`src/rtl/sw_debounce_pkg.sv`:
```
// rtl/sw_debounce_pkg.sv - shared constants and FSM encoding for the switch debouncer
// Default sizing for the debouncer plus the per-bit FSM state type.
// Optional feature macro used by the bundle: SW_EDGE_DETECT_EN.
package sw_debounce_pkg;

    localparam int NB_SW           = 4;
    localparam int NB_DEBOUNCE     = 20;
    localparam int DEBOUNCE_CYCLES = 1_000_000;

    typedef enum logic {
        STABLE = 1'b0,
        CHECK  = 1'b1
    } deb_state_e;

endpackage

```
`src/rtl/sw_debounce_if.sv`:
```
// rtl/sw_debounce_if.sv - switch-side bundle between the pins and the debouncer
// Signals:
//   i_sw    raw switch pins (asynchronous to the debouncer clock)
//   o_sw    debounced levels
//   o_rise  one-cycle pulse per bit on a debounced 0->1 change
//   o_fall  one-cycle pulse per bit on a debounced 1->0 change
//   o_valid one-cycle pulse when any debounced bit changes
// master: the side driving the pins and consuming results; slave: the debouncer.
interface sw_debounce_if
    import sw_debounce_pkg::*;
#(
    parameter int NB_SW_P = NB_SW
) ();

    logic [NB_SW_P-1:0] i_sw;
    logic [NB_SW_P-1:0] o_sw;
    logic [NB_SW_P-1:0] o_rise;
    logic [NB_SW_P-1:0] o_fall;
    logic               o_valid;

    modport master (
        output i_sw,
        input  o_sw,
        input  o_rise,
        input  o_fall,
        input  o_valid
    );

    modport slave (
        input  i_sw,
        output o_sw,
        output o_rise,
        output o_fall,
        output o_valid
    );

endinterface

```
`src/rtl/sw_debounce_bit.sv`:
```
// rtl/sw_debounce_bit.sv - one switch bit: synchronizer, stability FSM/counter, level and edge registers
// Ports:
//   clock     system clock, rising edge
//   i_reset   asynchronous active-low reset
//   o_edge_d  (only with SW_EDGE_DETECT_EN) next-cycle edge indication, lets the
//             top register o_valid coincident with this bit's edge flops
//   i_sw      raw pin
//   o_sw      debounced level
//   o_rise    registered 0->1 pulse (0 when SW_EDGE_DETECT_EN is undefined)
//   o_fall    registered 1->0 pulse (0 when SW_EDGE_DETECT_EN is undefined)
module sw_debounce_bit
    import sw_debounce_pkg::*;
#(
    parameter int NB_DEBOUNCE_P     = NB_DEBOUNCE,
    parameter int DEBOUNCE_CYCLES_P = DEBOUNCE_CYCLES
) (
    input  logic clock,
    input  logic i_reset,
`ifdef SW_EDGE_DETECT_EN
    output logic o_edge_d,
`endif
    input  logic i_sw,
    output logic o_sw,
    output logic o_rise,
    output logic o_fall
);

    localparam logic [NB_DEBOUNCE_P-1:0] CNT_MAX = NB_DEBOUNCE_P'(DEBOUNCE_CYCLES_P);
    localparam logic [NB_DEBOUNCE_P-1:0] CNT_ONE = NB_DEBOUNCE_P'(1);

    logic                     sync1_q, sync1_d;
    logic                     sync2_q, sync2_d;
    deb_state_e               state_q, state_d;
    logic [NB_DEBOUNCE_P-1:0] cnt_q,   cnt_d;
    logic                     sw_q,    sw_d;

    always_ff @(posedge clock or negedge i_reset) begin
        if (!i_reset) begin
            sync1_q <= 1'b0;
            sync2_q <= 1'b0;
            state_q <= STABLE;
            cnt_q   <= '0;
            sw_q    <= 1'b0;
        end else begin
            sync1_q <= sync1_d;
            sync2_q <= sync2_d;
            state_q <= state_d;
            cnt_q   <= cnt_d;
            sw_q    <= sw_d;
        end
    end

    // sync2_q is the clean sample; the pin only ever reaches sync1.
    always_comb begin
        sync1_d = i_sw;
        sync2_d = sync1_q;
        state_d = state_q;
        cnt_d   = cnt_q;
        sw_d    = sw_q;
        case (state_q)
            STABLE: begin
                cnt_d = '0;
                if (sync2_q != sw_q) begin
                    state_d = CHECK;
                    cnt_d   = CNT_ONE;
                end
            end
            CHECK: begin
                if (sync2_q == sw_q) begin
                    // Sample fell back to the accepted level: restart the full wait.
                    state_d = STABLE;
                    cnt_d   = '0;
                end else if (cnt_q == CNT_MAX) begin
                    sw_d    = ~sw_q;
                    state_d = STABLE;
                    cnt_d   = '0;
                end else begin
                    cnt_d = cnt_q + CNT_ONE;
                end
            end
        endcase
    end

    assign o_sw = sw_q;

`ifdef SW_EDGE_DETECT_EN
    logic rise_q, rise_d;
    logic fall_q, fall_d;

    // Edge flops load on the same edge as sw_q, so the pulse lines up with the new level.
    always_comb begin
        rise_d   = sw_d & ~sw_q;
        fall_d   = ~sw_d & sw_q;
        o_edge_d = rise_d | fall_d;
    end

    always_ff @(posedge clock or negedge i_reset) begin
        if (!i_reset) begin
            rise_q <= 1'b0;
            fall_q <= 1'b0;
        end else begin
            rise_q <= rise_d;
            fall_q <= fall_d;
        end
    end

    assign o_rise = rise_q;
    assign o_fall = fall_q;
`else
    assign o_rise = 1'b0;
    assign o_fall = 1'b0;
`endif

endmodule

```
`src/rtl/sw_debounce.sv`:
```
// rtl/sw_debounce.sv - slide-switch conditioner: per-bit debouncers plus the shared change strobe
// Ports:
//   clock    system clock, rising edge
//   i_reset  asynchronous active-low reset (release is already synchronous to clock)
//   sw_bus   sw_debounce_if.slave: i_sw in; o_sw, o_rise, o_fall, o_valid out
// Macro SW_EDGE_DETECT_EN builds the edge/valid registers; without it those outputs are 0.
module sw_debounce
    import sw_debounce_pkg::*;
#(
    parameter int NB_SW_P           = NB_SW,
    parameter int NB_DEBOUNCE_P     = NB_DEBOUNCE,
    parameter int DEBOUNCE_CYCLES_P = DEBOUNCE_CYCLES
) (
    input  logic        clock,
    input  logic        i_reset,
    sw_debounce_if.slave sw_bus
);

    logic [NB_SW_P-1:0] sw_lvl;
    logic [NB_SW_P-1:0] sw_rise;
    logic [NB_SW_P-1:0] sw_fall;
`ifdef SW_EDGE_DETECT_EN
    logic [NB_SW_P-1:0] edge_d;
`endif

    for (genvar i = 0; i < NB_SW_P; i++) begin : g_bit
        sw_debounce_bit #(
            .NB_DEBOUNCE_P     (NB_DEBOUNCE_P),
            .DEBOUNCE_CYCLES_P (DEBOUNCE_CYCLES_P)
        ) u_bit (
            .clock    (clock),
            .i_reset  (i_reset),
`ifdef SW_EDGE_DETECT_EN
            .o_edge_d (edge_d[i]),
`endif
            .i_sw     (sw_bus.i_sw[i]),
            .o_sw     (sw_lvl[i]),
            .o_rise   (sw_rise[i]),
            .o_fall   (sw_fall[i])
        );
    end

    assign sw_bus.o_sw   = sw_lvl;
    assign sw_bus.o_rise = sw_rise;
    assign sw_bus.o_fall = sw_fall;

`ifdef SW_EDGE_DETECT_EN
    logic valid_q, valid_d;

    // Built from the bits' next-cycle edges so o_valid rises with o_rise/o_fall.
    always_comb begin
        valid_d = |edge_d;
    end

    always_ff @(posedge clock or negedge i_reset) begin
        if (!i_reset) begin
            valid_q <= 1'b0;
        end else begin
            valid_q <= valid_d;
        end
    end

    assign sw_bus.o_valid = valid_q;
`else
    assign sw_bus.o_valid = 1'b0;
`endif

endmodule
```
`src/flat_wrapper.sv`:
```
// flat-port wrapper written by rule: the top's interface ports become plain ports
module sw_debounce_flat import sw_debounce_pkg::*;
#(
    parameter int NB_SW_P           = NB_SW,
    parameter int NB_DEBOUNCE_P     = NB_DEBOUNCE,
    parameter int DEBOUNCE_CYCLES_P = DEBOUNCE_CYCLES
)
  (clock, i_reset, sw_bus_i_sw, sw_bus_o_sw, sw_bus_o_rise, sw_bus_o_fall, sw_bus_o_valid);
  sw_debounce_if #(.NB_SW_P(NB_SW_P)) sw_bus_i ();
  input  logic clock;
  input  logic i_reset;
  input wire logic [$bits(sw_bus_i.i_sw)-1:0] sw_bus_i_sw;
  output wire logic [$bits(sw_bus_i.o_sw)-1:0] sw_bus_o_sw;
  output wire logic [$bits(sw_bus_i.o_rise)-1:0] sw_bus_o_rise;
  output wire logic [$bits(sw_bus_i.o_fall)-1:0] sw_bus_o_fall;
  output wire logic [$bits(sw_bus_i.o_valid)-1:0] sw_bus_o_valid;
  assign sw_bus_i.i_sw = sw_bus_i_sw;
  assign sw_bus_o_sw = sw_bus_i.o_sw;
  assign sw_bus_o_rise = sw_bus_i.o_rise;
  assign sw_bus_o_fall = sw_bus_i.o_fall;
  assign sw_bus_o_valid = sw_bus_i.o_valid;
  sw_debounce #(.NB_SW_P(NB_SW_P), .NB_DEBOUNCE_P(NB_DEBOUNCE_P), .DEBOUNCE_CYCLES_P(DEBOUNCE_CYCLES_P)) u_core (.clock(clock), .i_reset(i_reset), .sw_bus(sw_bus_i));
endmodule
```
`config.mk`:
```
export PLATFORM = sky130hd
export DESIGN_NAME = sw_debounce_flat
export DESIGN_NICKNAME = d
export VERILOG_FILES = /design/src/rtl/sw_debounce_pkg.sv /design/src/rtl/sw_debounce_if.sv /design/src/rtl/sw_debounce_bit.sv /design/src/rtl/sw_debounce.sv /design/src/flat_wrapper.sv
export SDC_FILE = /design/constraint.sdc
export NUM_CORES = 1
export LEC_CHECK = 0
export BUFFER_PORTS_ARGS = -buffer_cell sky130_fd_sc_hd__buf_2
export CAP_MARGIN = 20
export CORE_MARGIN = 2
export CORE_UTILIZATION = 34
export CTS_BUF_LIST = sky130_fd_sc_hd__clkbuf_4 sky130_fd_sc_hd__clkbuf_8 sky130_fd_sc_hd__clkbuf_16
export CTS_CLUSTER_DIAMETER = 60
export DETAILED_ROUTE_END_ITERATION = 10
export GPL_TIMING_DRIVEN = 0
export PLACE_DENSITY_LB_ADDON = 0.15
export SLEW_MARGIN = 20
export SYNTH_ARGS = -nofsm -noshare
export SYNTH_HDL_FRONTEND = slang
export SYNTH_SLANG_ARGS = --single-unit
```
`constraint.sdc`:
```
create_clock -name clock -period 4.3 [get_ports clock]
set_input_delay 0.645 -clock clock [delete_from_list [all_inputs] [get_ports clock]]
set_output_delay 0.645 -clock clock [all_outputs]
set_load 0.02 [all_outputs]
```
After elaboration in Yosys (flattened, before gate mapping)
Index checks and enable logic that the tools add are counted.

Register bits: 96. Bits in latches: 0. Memory bits (writable): 0. Memory bits (read-only): 0. Input bits: 6. Output and inout port bits: 13. Word-level logic and storage cells: 84. Memories kept: 0.

Add/sub/neg operators: 4. Multiply operators: 0. Divide/modulo/power cells: 0. Order comparisons: 0. Equality and inequality tests: 12. Shifts and indexed selects: 0. Mux-type cells: 32. Bitwise logic cells: 12. Reductions and logical operators: 4.

Operators by type and width (count): $mux 20 (8); $pmux 20 s2 (4); $add 20x1->20 const B (4); $eq 20x20->1 const B (4); $mux 1 (16); $not 1->1 (12); $reduce_and 3->1 (4); $pmux 1 s2 (4); $eq 1x1->1 (4); $ne 1x1->1 (4).

Depth between registers and ports, before layout
Gate-level depths: netlist of run 1.

Word-level depth: 4. Mapped depth: 7. Depth with buffers taken out: 6.

Cells and area by module
A second synthesis of run 1 with hierarchy kept.

Cells, all modules: 498. Area, all modules: 4870.9 µm².

Modules (own cells, without submodules): sw_debounce_bit (times used 4, cells an instance 124, area an instance 1214.9 µm², seq. area each 600.6 µm²); sw_debounce (times used 1, cells an instance 2, area an instance 11.3 µm², seq. area each 0.0 µm²).

Worst setup path after synthesis of run 1
Ideal clock, no wire load.

Kind: reg2reg. Start: reg u_core.g_bit[3].u_bit.cnt_q[0]. End: reg u_core.g_bit[3].u_bit.state_q. Setup time: 0.130 ns. Arrival: 1.719 ns. Data required time: 4.170 ns. Slack: 2.451 ns. Cell stages (with the launch flop): 8. Buffers on the path: 1. Clock period less this slack: 1.849 ns. Path through: dfrtp_1 inv_1 ha_1 or4bb_1 nor3_1 a311o_1 buf_2 o21ai_0.

Cells in the longest elaborated chain, start to end: 4.

RTL lines: from (decl) (RTL line sw_debounce_bit.sv:34) `logic [NB_DEBOUNCE_P-1:0] cnt_q, cnt_d;`; from (signal assigned) (RTL line sw_debounce_bit.sv:48) `cnt_q <= cnt_d;`; $eq 20x20->1 (RTL line sw_debounce_bit.sv:73) `end else if (cnt_q == CNT_MAX) begin`; $mux 1 (RTL line sw_debounce_bit.sv:73); $mux 1 (RTL line sw_debounce_bit.sv:69) `if (sync2_q == sw_q) begin`; $pmux 1 s2 (RTL line sw_debounce_bit.sv:60) `case (state_q)`; named net u_core.g_bit[3].u_bit.state_d (RTL line sw_debounce_bit.sv:33) `deb_state_e state_q, state_d;`; to (signal assigned) (RTL line sw_debounce_bit.sv:47) `state_q <= state_d;`; to (decl) (RTL line sw_debounce_bit.sv:33).

The timed path passes the listed nets, and every way through them passes these cells. A chain may end at the register's enable or synchronous reset.

Final worst setup path of run 1
Ends and elaborated chain as after synthesis.

==> metrics, run 1 <==
Total Neg Setup Slack=0 ns; cells after synthesis=480; count of unique library cells instantiated by Yosys=41; setup repair bufs after CTS=0; standard cell area after detailed placement=5090 um2; maxcap violations=0; number of buffers added on ports=9; share of power burned in the clock network=0.475; signal arrival time at the worst endpoint=2.36 ns; final hold slack=0.224 ns; first-pass GRT wire length=16600 um; sequential cell fraction of total power=0.472; average wire per standard cell=13.5 um; CTS H-Tree Depth=3; endpoint required time on the critical path=4.52 ns; delay-heaviest family, CP=simple AND/OR/NAND/NOR gates; mapped cell area=4750 um2; Crit. Startpoint=u_core.g_bit[3].u_bit.cnt_q[0]; detailed-route wire length=9340 um; Initial DRC Count=197; num rows=43; slowest library cell on the worst path=or4bb_1; detailed-route vias per instance=5.00; post-detailed-route count of antenna-violating nets=0; clock tree from TritonCTS=done; power per cell area=366 nW/um2; HPWL after DPL=6370 um; pin count of the biggest net entering global routing=50; Clock Latency Late Sink=0.35 ns; hold buffers post-CTS=0; pin slew with the least headroom to its limit=0.612 ns; maximum operating frequency=467 MHz; Final Slew Violations=0; Net Sw Frac=0.219; cell breakdown of the critical path=inv_1 -> ha_1 -> or4bb_1 -> nor3_1 -> a311o_1 -> buf_2 -> o21ai_0; final-report setup violation count=0; number of hold violations in the final report=0; part of the Yosys area used for sequential elements=0.505; Worst Reg2Reg Path Length in Cells=7; Starting Density=0.345; crit-path max cell delay=0.47 ns; fill cell count=1403; aggregate global-route resource usage=0.139; layout overhead on the synthesized area=14.5%; placed cell count=678; final cycle utilization of the critical path=0.498; Reg2Reg Setup Slack=2.16 ns; number of warning messages in the yosys log=0; nature of the critical path endpoint=flop; worst slew margin relative to its limit=0.588; maximum resistive drop on vdd=0.000181 V; destination of the worst register-to-register timing path=u_core.g_bit[3].u_bit.state_q; number of antenna violations at the first check in global routing=0; sequential cell area=2400 um2; grt ovf=0; number of nets in the finished design=523; combinational share of power=0.053; nature of the critical path startpoint=flop; routability congestion estimate from global placement=0.788; mean post-synth cell area=9.90 um2; type of the setup path with the least slack=flop to flop; die area=14900 um2; clock sink total=96; vias in the first global route=3468; Non-Filler Instances=694; share of final-layout standard cells stronger than drive strength 1=0.107; cell internal pwr=1.56 mW; cts bufs inserted=9; count of state elements after synthesis=96; beginning of the worst register-to-register path=u_core.g_bit[3].u_bit.cnt_q[0]; vias post-DR=3471; number of buffer and inverter instances along the worst setup path=2; result of the run=complete, no violations; first drt pass iteration count=4; Worst setup endpoint=u_core.g_bit[3].u_bit.state_q; cell count along the critical path=7; maximum clock path buffer count=2; number of diodes added for antenna fixing=0; height of the die=122 um; worst hold path type=input pin to asynchronous set/reset pin; Worst-path clk slew=0.07 ns; area of the core=13800 um2; Die Wd=122 um; number of top-level pins=19; leakage power total=2.15 nW; final instance area=5440 um2; DRC violations left=0; post-cts gate resize count=0; clock tree root driver cell=clkbuf_16; footprint of the multi-input gates=2130 um2; Net Sw Power=0.436 mW; RSZ-0062 raised after global routing=no; worst clock skew on the final layout=0.00561 ns; final critical path time including I/O delays and setup=2.14 ns; maximum fanout encountered on the critical timing path=10; post-route core utilization=0.395
## final cells by class
| cell class | instances | share of cell area |
|---|---|---|
| sequential | 96 | 0.441 |
| multi-input combinational | 340 | 0.391 |
| clock buffer | 11 | 0.0464 |
| tap | 180 | 0.0414 |
| buffer | 25 | 0.0278 |
| clock inverter | 5 | 0.0189 |
| inverter | 27 | 0.0186 |
| timing repair buffer | 10 | 0.0145 |
## worst min-delay path by stage
stage	from	endpoint	slack, ns
final	i_reset	u_core.g_bit[0].u_bit.cnt_q[8]	0.22
after global routing	i_reset	u_core.g_bit[0].u_bit.cnt_q[8]	0.25
after CTS	i_reset	u_core.g_bit[0].u_bit.cnt_q[8]	0.24
after detailed placement	u_core.g_bit[1].u_bit.sync1_q	u_core.g_bit[1].u_bit.sync2_q	0.34
after global placement	u_core.g_bit[0].u_bit.sync1_q	u_core.g_bit[0].u_bit.sync2_q	0.33
after floorplan	u_core.g_bit[0].u_bit.sync1_q	u_core.g_bit[0].u_bit.sync2_q	0.33
## metal layers
metal  global-route usage  wire length (um)
met1                0.190              4720
met3               0.0279               246
met5                    0                 0
met4               0.0603               186
met2                0.215              4180
## cells by family after synthesis
| logic type | count (synthesis) | synth area share |
|---|---|---|
| and+or+nand+nor | 215 | 0.241 |
| AOI/OAI and AO/OA | 44 | 0.0582 |
| xor gates and xnor gates | 60 | 0.111 |
| DFF | 96 | 0.505 |
| adders and majority gates | 8 | 0.0211 |
| muxes | 4 | 0.00948 |
| other | 1 | 0.000789 |
| buffers and inverters | 52 | 0.0532 |
## sequential cells by signal, summed over array words and instances (netlist names)
name,cells
u_core.g_bit.u_bit.state_q,4
u_core.g_bit.u_bit.sync1_q,4
u_core.g_bit.u_bit.sync2_q,4
u_core.g_bit.u_bit.cnt_q,80
u_core.g_bit.u_bit.o_sw,4
## layout by cell type, fill, tap and decap left out, drive strengths merged, types with 4 or more instances in the layout
cell,netlist,layout
o22ai,4,4
nand2,20,20
and3,7,7
xnor2,42,42
conb,1,9
and4,5,5
o31ai,9,9
dfrtp,96,96
nand3,28,28
nand4,22,22
or3,5,5
a21oi,16,16
or4,11,11
or4bb,4,4
inv,27,27
xor2,18,18
mux2,4,4
ha,8,8
clkbuf,5,16
buf,20,30
nor4,12,12
nor2,71,71
nor4b,6,6
o21ai,8,8
nor3,16,16
## cell usage after synthesis, drive strengths merged
library cell / number / share of area
and4b: 1 / 0.0021
nand2: 20 / 0.016
or2: 2 / 0.0026
xor2: 18 / 0.033
nor3: 16 / 0.017
inv: 27 / 0.021
a21oi: 16 / 0.017
a311o: 1 / 0.0021
nor4b: 6 / 0.011
a31o: 2 / 0.0037
or3b: 1 / 0.0018
dfrtp: 96 / 0.51
ha: 8 / 0.021
nand3: 28 / 0.029
clkbuf: 5 / 0.0039
nor4bb: 1 / 0.0021
or3: 5 / 0.0066
nand4: 22 / 0.030
or4bb: 4 / 0.0095
buf: 20 / 0.028
o31ai: 9 / 0.014
and3: 7 / 0.0092
mux2: 4 / 0.0095
o41ai: 1 / 0.0018
conb: 1 / 0.00079
nand4b: 1 / 0.0018
nor2: 71 / 0.056
a211o: 2 / 0.0037
nand3b: 1 / 0.0016
o22ai: 4 / 0.0053
and4: 5 / 0.0092
nor4: 12 / 0.016
a21bo: 1 / 0.0021
o21ai: 8 / 0.0084
or4b: 1 / 0.0021
or4: 11 / 0.017
xnor2: 42 / 0.077
## power groups by stage
stage,registers (mW),clock network (mW),logic [mW]
after CTS,0.941,0.975,0.110
after floorplan,0.953,0,0.0670
after global routing,0.944,1.01,0.123
after detailed placement,0.958,0,0.109
after global placement,0.956,0,0.104
final,0.941,0.946,0.105
## through the flow
step                      setup WS (ns)  power [mW]
final                              2.16        1.99
after CTS                          2.12        2.03
after global routing               1.93        2.08
after global placement             1.53        1.06
after floorplan                    2.45        1.02
after detailed placement           2.14        1.07
Note: power is estimated with default switching activity, not from simulation.
==> inputs of run 2 (changes only) <==
==> constraint.sdc (replaced) <==
create_clock -name clock -period 1.8 [get_ports clock]
set_input_delay 0.27 -clock clock [delete_from_list [all_inputs] [get_ports clock]]
set_output_delay 0.27 -clock clock [all_outputs]
set_load 0.02 [all_outputs]
==> run 2 against run 1 <==
Critical path depth is the same. Combinational power rose to 3.9 times the previous value. Die area did not move. Sequential share of layout area fell by 3.5 points. The flow now finishes with violations (setup timing).
==> metrics, run 2 (synthesis gave the netlist of run 1 again) <==
result of the run=finished, violations left; violations in the final reports=setup timing; Die Wd=122 um; height of the die=122 um; clock tree from TritonCTS=done; maximum fanout encountered on the critical timing path=3; number of top-level pins=19; cts bufs inserted=9; standard cell area after detailed placement=5100 um2; pin slew with the least headroom to its limit=0.527 ns; vias post-DR=3621; placed cell count=678; sequential cell area=2400 um2; worst-case setup margin in the final layout=-0.0458 ns; number of nets in the finished design=556; layout overhead on the synthesized area=24.5%; Worst Setup Slack post-DPL=-0.328 ns; grt ovf=0; Initial DRC Count=209; number of hold violations in the final report=0; number of buffer and inverter instances along the worst setup path=2; worst slew margin relative to its limit=0.644; number of buffers added on ports=9; Final Slew Violations=0; aggregate global-route resource usage=0.146; maximum operating frequency=542 MHz; Worst-path clk slew=0.07 ns; die area=14900 um2; nature of the critical path startpoint=flop; CTS H-Tree Depth=3; post-detailed-route count of antenna-violating nets=0; HPWL after DPL=6260 um; top register by number of flip-flops=u_core.g_bit.u_bit.cnt_q; pin count of the biggest net entering global routing=78; final critical path time including I/O delays and setup=1.85 ns; Clock Latency Late Sink=0.35 ns; maximum resistive drop on vdd=0.000630 V; number of antenna violations at the first check in global routing=0; final instance area=5920 um2; worst hold path type=input pin to flop; Final Total Pwr=4.64 mW; detailed-route wire length=10200 um; Hold Crit Depth=1; power per cell area=784 nW/um2; crit-path max cell delay=0.41 ns; post-route core utilization=0.430; endpoint required time on the critical path=2.04 ns; first drt pass iteration count=4; most frequent cells in the layout=dfrtp_1, nor2_1, xnor2_1; Non-Filler Instances=727; type of the setup path with the least slack=flop to flop; cell breakdown of the critical path=inv_1 -> ha_1 -> or4bb_1 -> nor3_2 -> buf_4 -> nand4_1 -> mux2_2; routability congestion estimate from global placement=0.787; Starting Density=0.345; nature of the critical path endpoint=flop; maximum clock path buffer count=2; leading cell type in the layout, fill and taps excluded=dfrtp_1; final cycle utilization of the critical path=1.03; share of final-layout standard cells stronger than drive strength 1=0.230; leakage power total=2.37 nW; worst clock skew on the final layout=0.00594 ns; first-pass GRT wire length=17300 um; vias in the first global route=3505; num rows=43; final hold slack=0.0192 ns; clock tree root driver cell=clkbuf_16; clock sink total=96; average wire per standard cell=14.0 um; cell count along the critical path=7; max reg flops=80; fill cell count=1361; Total Neg Setup Slack=-0.307 ns; final-report setup violation count=18; detailed-route vias per instance=4.98; maxcap violations=0; area of the core=13800 um2; number of diodes added for antenna fixing=0; slowest library cell on the worst path=dfrtp_1; Worst Reg2Reg Path Length in Cells=7; DRC violations left=0; delay-heaviest family, CP=simple AND/OR/NAND/NOR gates; RSZ-0062 raised after global routing=yes; signal arrival time at the worst endpoint=2.09 ns; footprint of the multi-input gates=2310 um2
## run 2: final cells by class
class,instances,share of cell area
plain buffers,22,0.0319
clock buffers,11,0.0406
clock inverters,5,0.0110
inverters,27,0.0176
multi-input cells,340,0.390
flip-flops and latches,96,0.406
well taps,180,0.0381
repair buffers,46,0.0645
## run 2: repair_timing
action | CTS | global route
cloned | 4 | 2
endpoints found under the hold margin | 19 | 0
buffers inserted | 18 | 11
hold buffers | 1 | 0
pin swaps | 10 | 12
endpoints found under the setup margin | 82 | 83
gates resized for setup | 37 | 41
## run 2: where the power goes
part / switching [mW] / leakage (nW) / internal (mW) / total (mW)
Sequential: 0.0425 / 1.31 / 2.20 / 2.25
Clock: 0.862 / 0.152 / 1.12 / 1.99
Combinational: 0.221 / 0.914 / 0.183 / 0.405
Total: 1.13 / 2.37 / 3.51 / 4.64
## run 2: per-layer routing
layer	share of wire	vias to the layer above	track usage
met4	0.015	0	0.0431
met2	0.47	49	0.224
met5	0	-	0
li1	-	1791	-
met3	0.035	11	0.0404
met1	0.48	1770	0.203
## run 2: final timing paths
path                                           startpoint                               to  slack, ns
hold reg to reg             u_core.g_bit[3].u_bit.sync1_q    u_core.g_bit[3].u_bit.sync2_q       0.36
min in group asynchronous                         i_reset  u_core.g_bit[0].u_bit.cnt_q[17]       0.33
setup reg to reg           u_core.g_bit[3].u_bit.cnt_q[0]       u_core.g_bit[3].u_bit.o_sw      -0.05
hold / removal                             sw_bus_i_sw[3]    u_core.g_bit[3].u_bit.sync1_q       0.02
setup / recovery           u_core.g_bit[3].u_bit.cnt_q[0]       u_core.g_bit[3].u_bit.o_sw      -0.05
max in group asynchronous                         i_reset  u_core.g_bit[3].u_bit.cnt_q[13]       0.84
